`src/rtl/bounce_pkg.sv`:
```
// Shared constants, move classification and distance helper for the bounce controller.
package bounce_pkg;

  // Width of the downstream up/down counter value.
  localparam int unsigned CNT_W = 4;

  // Speed encodings as driven on the counter's step input.
  localparam logic SPD_SLOW = 1'b0;  // move by 1
  localparam logic SPD_FAST = 1'b1;  // move by 2

  // What the controller does with the counter on a given cycle.
  typedef enum logic [2:0] {
    MvSeekUp,    // below window: climb back in
    MvSeekDown,  // above window: descend back in
    MvUp,        // in window, sweeping up
    MvTurnDown,  // sitting on hi while sweeping up: reverse
    MvDown,      // in window, sweeping down
    MvTurnUp     // sitting on lo while sweeping down: reverse, one round trip done
  } move_e;

  // True when a - b >= 2; callers guarantee a >= b so the difference never wraps.
  function automatic logic dist_ge2(input logic [CNT_W-1:0] a, input logic [CNT_W-1:0] b);
    logic [CNT_W-1:0] d;
    d = a - b;
    return d >= CNT_W'(2);
  endfunction

endpackage

```
`src/rtl/bounce_decide.sv`:
```
// Combinational move decision: classifies the counter value against the window and
// direction, then picks step/down and the next direction/seek state.
module bounce_decide
  import bounce_pkg::*;
(
  input  logic [CNT_W-1:0] cnt,
  input  logic [CNT_W-1:0] lo,
  input  logic [CNT_W-1:0] hi,
  input  logic             dir_up,
  input  logic             fast,      // speed in force for ordinary sweep moves
  input  logic             fsp,       // speed to use if this cycle is a reversal
  output logic             step,
  output logic             down,
  output logic             dir_nxt,
  output logic             seek_nxt,
  output logic             rev_top,
  output logic             rev_bot
);

  move_e move;

  // Classify the cycle; out-of-window always wins over the sweep direction.
  always_comb begin
    if (cnt < lo) begin
      move = MvSeekUp;
    end else if (cnt > hi) begin
      move = MvSeekDown;
    end else if (dir_up) begin
      move = (cnt == hi) ? MvTurnDown : MvUp;
    end else begin
      move = (cnt == lo) ? MvTurnUp : MvDown;
    end
  end

  // Drive the counter; a double step is only taken when two units of room remain,
  // so a bound is never overshot and the counter never wraps.
  always_comb begin
    step     = 1'b0;
    down     = 1'b0;
    dir_nxt  = dir_up;
    seek_nxt = 1'b0;
    rev_top  = 1'b0;
    rev_bot  = 1'b0;
    unique case (move)
      MvSeekUp: begin
        step     = dist_ge2(lo, cnt);
        seek_nxt = 1'b1;
        dir_nxt  = 1'b1;
      end
      MvSeekDown: begin
        down     = 1'b1;
        step     = dist_ge2(cnt, hi);
        seek_nxt = 1'b1;
        dir_nxt  = 1'b0;
      end
      MvUp: begin
        step = (fast == SPD_FAST) && dist_ge2(hi, cnt);
      end
      MvTurnDown: begin
        down    = 1'b1;
        step    = (fsp == SPD_FAST) && dist_ge2(cnt, lo);
        dir_nxt = 1'b0;
        rev_top = 1'b1;
      end
      MvDown: begin
        down = 1'b1;
        step = (fast == SPD_FAST) && dist_ge2(cnt, lo);
      end
      MvTurnUp: begin
        step    = (fsp == SPD_FAST) && dist_ge2(hi, cnt);
        dir_nxt = 1'b1;
        rev_bot = 1'b1;
      end
      default: begin
      end
    endcase
  end

endmodule

```
`src/rtl/bounce_ctrl.sv`:
```
// Upstream controller that ping-pongs a 4-bit up/down counter inside [lo, hi].
// Holds direction/seek/speed/period state, legalises the window and runs the
// speed-change handshake; the per-cycle move comes from bounce_decide.
module bounce_ctrl
  import bounce_pkg::*;
#(
  parameter int unsigned PW = 8
) (
  input  logic             clk,
  input  logic             rst,
  input  logic [CNT_W-1:0] cnt,
  input  logic [CNT_W-1:0] lo,
  input  logic [CNT_W-1:0] hi,
  input  logic             spd_req,
  input  logic             spd_val,
  output logic             spd_ack,
  output logic             step,
  output logic             down,
  output logic             dir_up,
  output logic             seeking,
  output logic             cfg_err,
  output logic [PW-1:0]    periods
);

  logic          dir_q, dir_d;
  logic          seek_q, seek_d;
  logic          fast_q, fast_d;
  logic [PW-1:0] periods_q, periods_d;

  logic [CNT_W-1:0] win_lo, win_hi;
  logic             fsp;
  logic             dec_step, dec_down, dir_nxt, seek_nxt, rev_top, rev_bot;

  // An empty or inverted window falls back to the full counter range.
  always_comb begin
    cfg_err = !(lo < hi);
    win_lo  = cfg_err ? '0 : lo;
    win_hi  = cfg_err ? '1 : hi;
  end

  // A pending request takes effect on the reversal it coincides with.
  assign fsp = spd_req ? spd_val : fast_q;

  bounce_decide u_decide (
    .cnt      (cnt),
    .lo       (win_lo),
    .hi       (win_hi),
    .dir_up   (dir_q),
    .fast     (fast_q),
    .fsp      (fsp),
    .step     (dec_step),
    .down     (dec_down),
    .dir_nxt  (dir_nxt),
    .seek_nxt (seek_nxt),
    .rev_top  (rev_top),
    .rev_bot  (rev_bot)
  );

  // Outputs and next state; the counter is held still while reset is asserted.
  always_comb begin
    step      = 1'b0;
    down      = 1'b0;
    spd_ack   = 1'b0;
    dir_d     = dir_q;
    seek_d    = seek_q;
    fast_d    = fast_q;
    periods_d = periods_q;
    if (!rst) begin
      step   = dec_step;
      down   = dec_down;
      dir_d  = dir_nxt;
      seek_d = seek_nxt;
      if ((rev_top || rev_bot) && spd_req) begin
        spd_ack = 1'b1;
        fast_d  = spd_val;
      end
      if (rev_bot) begin
        periods_d = periods_q + PW'(1);
      end
    end
  end

  // State registers with synchronous reset.
  always_ff @(posedge clk) begin
    if (rst) begin
      dir_q     <= 1'b1;
      seek_q    <= 1'b0;
      fast_q    <= SPD_SLOW;
      periods_q <= '0;
    end else begin
      dir_q     <= dir_d;
      seek_q    <= seek_d;
      fast_q    <= fast_d;
      periods_q <= periods_d;
    end
  end

  assign dir_up  = dir_q;
  assign seeking = seek_q;
  assign periods = periods_q;

endmodule

```
`config.mk`:
```
export PLATFORM = sky130hd
export DESIGN_NAME = bounce_ctrl
export DESIGN_NICKNAME = d
export VERILOG_FILES = /design/src/rtl/bounce_pkg.sv /design/src/rtl/bounce_decide.sv /design/src/rtl/bounce_ctrl.sv
export SDC_FILE = /design/constraint.sdc
export NUM_CORES = 1
export LEC_CHECK = 0
export CAP_MARGIN = 20
export CORE_MARGIN = 5
export CORE_UTILIZATION = 53
export CTS_CLUSTER_DIAMETER = 150
export DETAILED_ROUTE_END_ITERATION = 12
export MAX_ROUTING_LAYER = met4
export PLACE_DENSITY = 0.95
export SLEW_MARGIN = 20
export SYNTH_ARGS = -nofsm -noshare
export SYNTH_HDL_FRONTEND = slang
export SYNTH_SLANG_ARGS = --single-unit
```
`constraint.sdc`:
```
create_clock -name clk -period 13.16 [get_ports clk]
set_clock_uncertainty 0.05 [all_clocks]
set_input_delay 3.29 -clock clk [delete_from_list [all_inputs] [get_ports clk]]
set_output_delay 3.29 -clock clk [all_outputs]
set_load 0.02 [all_outputs]
```
==> out/summary.txt, run 1 <==
First DRT Iteration DRCs - 38
Outcome - completed
Worst-Margin Slew - 0.665 ns
Area of the die - 3380 sq um
Avg Cell Area, Syn - 8.25 sq um
Clock Latency Late Sink - 0.27 ns
WL/cell - 14.5 microns
Max H-tree Level - 1
Detailed placer's ending HPWL - 2610 microns
Number of global-route vias before repair - 1212
Final instance area - 1570 sq um
Final ANT Viol Nets - 0
Vias - 1189
Power Density - 70.6 nW/um^2
Resized cells post-CTS - 0
Worst Path Required - 9.82 ns
Number of hold buffers added after CTS - 0
Max layer used - met4
CP Data Arrival Time - 7.50 ns
Top-area cell type share of the netlist area - 0.193
Max VDD drop - 0.0000412 V
Setup-failing EPs final - 0
Initial Util - 0.556
Clk pin slew, worst setup/hold paths - 0.06 ns
Ant diodes - 0
Tmin final - 10.84 ns
Post-CTS Setup Bufs - 0
CTS Buf Count - 3
Fmax - 0.0923 GHz
EDFF count, synth - 0
Top_reg_cell synth - dfxtp_1
RD Place Congestion - 0.851
Row count - 17
Cells after Synth - 149
Cell Area, Placed - 1540 sq um
Hold Crit Class - reg -> reg
Port bufs - 29
Worst setup SP type - input pin
Residual DRC - 0
Setup TNS - 0 ns
Rel. slew slack - 0.557
Max Cap Viol - 0
Global route overflow - 0
Post-synth ARST share - 0
Synth cell count leaders - ha_1, nand2_1, inv_1, nor2_1, dfxtp_1
First-pass GRT wire length - 4960 microns
CP max FO - 11
IO Pins - 30
Tcrit/Tclk final - 0.824
Synth area leaders - ha_1, dfxtp_1, fa_1
WS Path Type - in -> out
Yosys top cell by area - ha_1
Core region area - 2210 sq um
Total Wirelength - 3010 microns
RSZ-0062 raised after global routing - no
CTS max path bufs - 2
Share of layout cells above drive strength 1 - 0.0391
TritonCTS clock tree - done
Pleak - 0.671 nW
CP Capture Type - output pin
Met3 WL - 221 microns
Root buf cell - clkbuf_4
Routed wl met2 - 1610 microns
Worst Hold Slack - 0.436 ns
Die Span Y - 58.2 microns
Sequential area share after synthesis - 0.179
Die width - 58.2 microns
Layout Nets - 219
Cell area after synthesis - 1230 sq um
Pre-antenna DRT Iters - 4
Final hold vios - 0
Fillers - 188
Yosys reg bits - 11
Synthesized Nets - 188
Initial antenna violation count - 0
Netlist cell types - 38
Most frequent cell after synthesis - ha_1
Post-Route M1 WL - 1060 microns
Total global routing track utilization - 0.192
# clock sinks - 11
Largest net degree at the start of global routing - 14
Vias per inst - 5.74
Pins Over Slew Limit - 0
Area grow syn2layout - 27.4%
Ys Warns - 0
-- worst paths after layout --
check | start | endpoint | slack, ns | depth (start not counted)
worst min-delay path | periods[7] | periods[7] | 0.44 | 2
worst max-delay path | hi[1] | step | 2.32 | 14
worst min register to register | periods[7] | periods[7] | 0.44 | 2
worst max register to register | dir_up | periods[6] | 11.49 | 4
-- power breakdown --
group          leakage [nW]  internal, mW  total [mW]  switching (mW)
sequential           0.0890        0.0342      0.0352         0.00103
combinational         0.567        0.0241      0.0528          0.0288
clock                0.0150        0.0118      0.0225          0.0108
-- routing by layer --
layer	global-route usage	vias up
li1	-	580
met1	0.176	539
met2	0.369	56
met3	0.0245	14
met4	0.116	0
met5	-	-
-- registers in the layout, indices dropped and copies added (netlist names) --
signal	count
fast_q	1
seeking	1
dir_up	1
periods	8
-- through the flow --
stage               std cells  utilization  total power, mW  worst slack [ns]
detailed placement        203        0.696           0.0887              2.33
CTS                       207        0.708            0.112              2.32
global route              207        0.708            0.119              2.01
finish                    207        0.708            0.111              2.32
global placement          203        0.696           0.0863              2.46
floorplan                 149            -           0.0715              3.55
-- cell usage in the layout (no fill, tap or decap) --
cell type,count
clkdlybuf4s50_1,29
ha_1,19
nand2_1,13
inv_1,12
nor2_1,12
dfxtp_1,11
a21oi_1,10
xor2_1,8
nand2b_1,6
and2_1,6
o21ai_0,6
nand3_1,4
fa_1,4
a21o_1,3
nand4_1,3
xnor2_1,3
clkbuf_4,3
a311o_1,2
nor2b_1,2
o31ai_1,2
a32o_1,2
or3_1,2
and4_1,1
a211o_1,1
and2_4,1
o221ai_1,1
mux2_2,1
a211oi_4,1
or4_1,1
and3b_1,1
o311ai_0,1
a41oi_1,1
a2bb2oi_1,1
nor3_1,1
nand3b_1,1
and3_1,1
and2_2,1
mux2i_1,1
clkbuf_1,1
-- area by class of cell --
class / count / area, sq um / area share
repair buffers: 29 / 290 / 0.185
well taps: 28 / 35.0 / 0.0224
inverters: 12 / 45.0 / 0.0288
multi-input cells: 123 / 950 / 0.606
flip-flops and latches: 11 / 220 / 0.141
clock buffers: 4 / 26.3 / 0.0168
-- kinds of logic (layout without fill, tap and decap cells) --
group	Yosys count	count (layout)	share of synthesized area
flops	11	11	0.179
buf+inv	15	45	0.0488
compound gates	31	31	0.180
simple gates	56	56	0.238
xor+xnor	11	11	0.0783
mux	2	2	0.0173
fa+ha+maj	23	23	0.258
-- critical path, cell delays in order --
cell,delay (ns)
clkdlybuf4s50_1,0.48
inv_1,0.06
ha_1,0.27
a21o_1,0.15
a21o_1,0.16
a21oi_1,0.54
nand2b_1,0.12
ha_1,0.24
fa_1,0.40
nand2b_1,0.18
a211o_1,0.39
a311o_1,0.35
a41oi_1,0.21
clkdlybuf4s50_1,0.65
Note: power is estimated with default switching activity, not from simulation.
==> inputs of run 2 (changes only) <==
--- a/config.mk
+++ b/config.mk
@@ -7,11 +7,11 @@
 export LEC_CHECK = 0
 export CAP_MARGIN = 20
 export CORE_MARGIN = 5
-export CORE_UTILIZATION = 53
+export CORE_UTILIZATION = 49
 export CTS_CLUSTER_DIAMETER = 150
 export DETAILED_ROUTE_END_ITERATION = 12
 export MAX_ROUTING_LAYER = met4
-export PLACE_DENSITY = 0.95
+export PLACE_DENSITY = 0.91
 export SLEW_MARGIN = 20
 export SYNTH_ARGS = -nofsm -noshare
 export SYNTH_HDL_FRONTEND = slang
==> constraint.sdc (replaced) <==
create_clock -name clk -period 11.3 [get_ports clk]
set_clock_uncertainty 0.05 [all_clocks]
set_input_delay 2.825 -clock clk [delete_from_list [all_inputs] [get_ports clk]]
set_output_delay 2.825 -clock clk [all_outputs]
set_load 0.02 [all_outputs]
==> run 2 against run 1 <==
Global-route usage fell by 2.2 points. Sequential power rose by 16%. Combinational power rose by 16%. Cell count rose by 0.97%. Sequential cell count did not move. Hold slack improved by 0.031 ns. Cell area rose by 0.16%. First-iteration DRC count did not move. Critical path depth did not move. Critical path type unchanged. Critical endpoint unchanged.
==> out/summary.txt, run 2 (synthesis results as in run 1) <==
Tmin final - 9.86 ns
R2R cell count - 4
Die Span Y - 60.1 microns
WL/cell - 13.7 microns
Hold Crit Class - reg -> reg
Power Density - 81.5 nW/um^2
Die width - 60.1 microns
WS Path Type - in -> out
Final worst slack - 1.44 ns
Area of the die - 3610 sq um
Total global routing track utilization - 0.170
Final ANT Viol Nets - 0
Cell Area, Placed - 1540 sq um
Worst setup SP type - input pin
Initial Util - 0.506
CP Data Arrival Time - 6.98 ns
CTS Buf Count - 3
Worst setup path end - step
Initial antenna violation count - 0
Fillers - 208
Max H-tree Level - 1
Tcrit/Tclk final - 0.872
Max reg flops - 8
Port bufs - 29
Final hold vios - 0
Rel. slew slack - 0.582
RD Place Congestion - 0.865
Pleak - 0.671 nW
Detailed placer's ending HPWL - 2500 microns
Residual DRC - 0
Footprint of the multi-input gates - 950 sq um
CTS max path bufs - 2
Core region area - 2430 sq um
Layout Nets - 219
Number of global-route vias before repair - 1186
CP max FO - 11
Most common cell after layout, fill and taps aside - clkdlybuf4s50_1
Pins Over Slew Limit - 0
IO Pins - 30
Most frequent cells in the layout - clkdlybuf4s50_1, ha_1, nand2_1, inv_1, nor2_1
Area grow syn2layout - 27.6%
Pre-antenna DRT Iters - 4
Crit path from - hi[1]
TritonCTS clock tree - done
Ant diodes - 0
RSZ-0062 raised after global routing - no
Pre-CTS setup slack - 1.42 ns
Post-CTS Setup Bufs - 0
Largest net degree at the start of global routing - 14
Clk pin slew, worst setup/hold paths - 0.06 ns
Final instance area - 1570 sq um
Root buf cell - clkbuf_4
Outcome - completed
Vias per inst - 5.56
R2R Path End - periods[7]
Resized cells post-CTS - 0
Row count - 18
Share of layout cells above drive strength 1 - 0.0391
Worst-Margin Slew - 0.627 ns
Vias - 1161
Setup TNS - 0 ns
CP Capture Type - output pin
Dpl cells - 205
First-pass GRT wire length - 4680 microns
Setup-failing EPs final - 0
Fmax - 0.101 GHz
Reg2reg setup slack - 9.66 ns
Max VDD drop - 0.0000685 V
Max Cap Viol - 0
Number of hold buffers added after CTS - 0
Final non-filler cell total - 209
R2r startpoint - dir_up
Register Area - 220 sq um
# clock sinks - 11
Worst Path Required - 8.43 ns
Clock Latency Late Sink - 0.26 ns
First DRT Iteration DRCs - 38
Global route overflow - 0
Total Wirelength - 2850 microns
[run 2: how the worst min path moves through the flow]
stage / start / end / slack (ns) / cells after the start
3_3_place_gp: periods[7] / periods[7] / 0.41 / 2
3_5_place_dp: periods[7] / periods[7] / 0.44 / 2
5_1_grt: fast_q / fast_q / 0.49 / 2
2_1_floorplan: fast_q / fast_q / 0.42 / 2
4_1_cts: periods[7] / periods[7] / 0.46 / 2
6_report: periods[7] / periods[7] / 0.47 / 2
[run 2: cell type report]
cell class / count / area share
multi-input cells: 123 / 0.605
repair buffers: 29 / 0.185
flip-flops and latches: 11 / 0.140
inverters: 12 / 0.0287
well taps: 30 / 0.0239
clock buffers: 4 / 0.0167
[run 2: where the power goes]
group / internal (mW) / total (mW) / switching, mW
Sequential: 0.0398 / 0.0410 / 0.00115
Clock: 0.0136 / 0.0258 / 0.0121
Combinational: 0.0281 / 0.0612 / 0.0330
[run 2: per-layer routing]
metal / global-route usage / vias to the layer above / share of wire
met5: - / - / 0
met4: 0.0570 / 0 / 0.022
met3: 0.0173 / 6 / 0.056
met2: 0.329 / 42 / 0.52
met1: 0.174 / 528 / 0.40
li1: - / 585 / -
[run 2: per-stage QoR]
stage / hold slack [ns] / util / total power [mW]
finish: 0.466 / 0.645 / 0.128
global route: 0.494 / 0.645 / 0.138
CTS: 0.464 / 0.645 / 0.128
detailed placement: 0.444 / 0.634 / 0.103
global placement: 0.415 / 0.634 / 0.100
floorplan: 0.423 / - / 0.0833
[run 2: critical path: stages]
cell	delay [ns]
clkdlybuf4s50_1	0.47
inv_1	0.06
ha_1	0.27
a21o_1	0.16
a21o_1	0.18
a21oi_1	0.52
nand2b_1	0.12
ha_1	0.23
fa_1	0.40
nand2b_1	0.18
a211o_1	0.39
a311o_1	0.37
a41oi_1	0.18
clkdlybuf4s50_1	0.63
==> inputs of run 3 (changes only) <==
--- a/config.mk
+++ b/config.mk
@@ -12,6 +12,7 @@
 export DETAILED_ROUTE_END_ITERATION = 12
 export MAX_ROUTING_LAYER = met4
 export PLACE_DENSITY = 0.91
+export SKIP_LAST_GASP = 1
 export SLEW_MARGIN = 20
 export SYNTH_ARGS = -nofsm -noshare
 export SYNTH_HDL_FRONTEND = slang
==> results of run 3 <==
Final layout, timing and power as in run 2 (identical DEF).
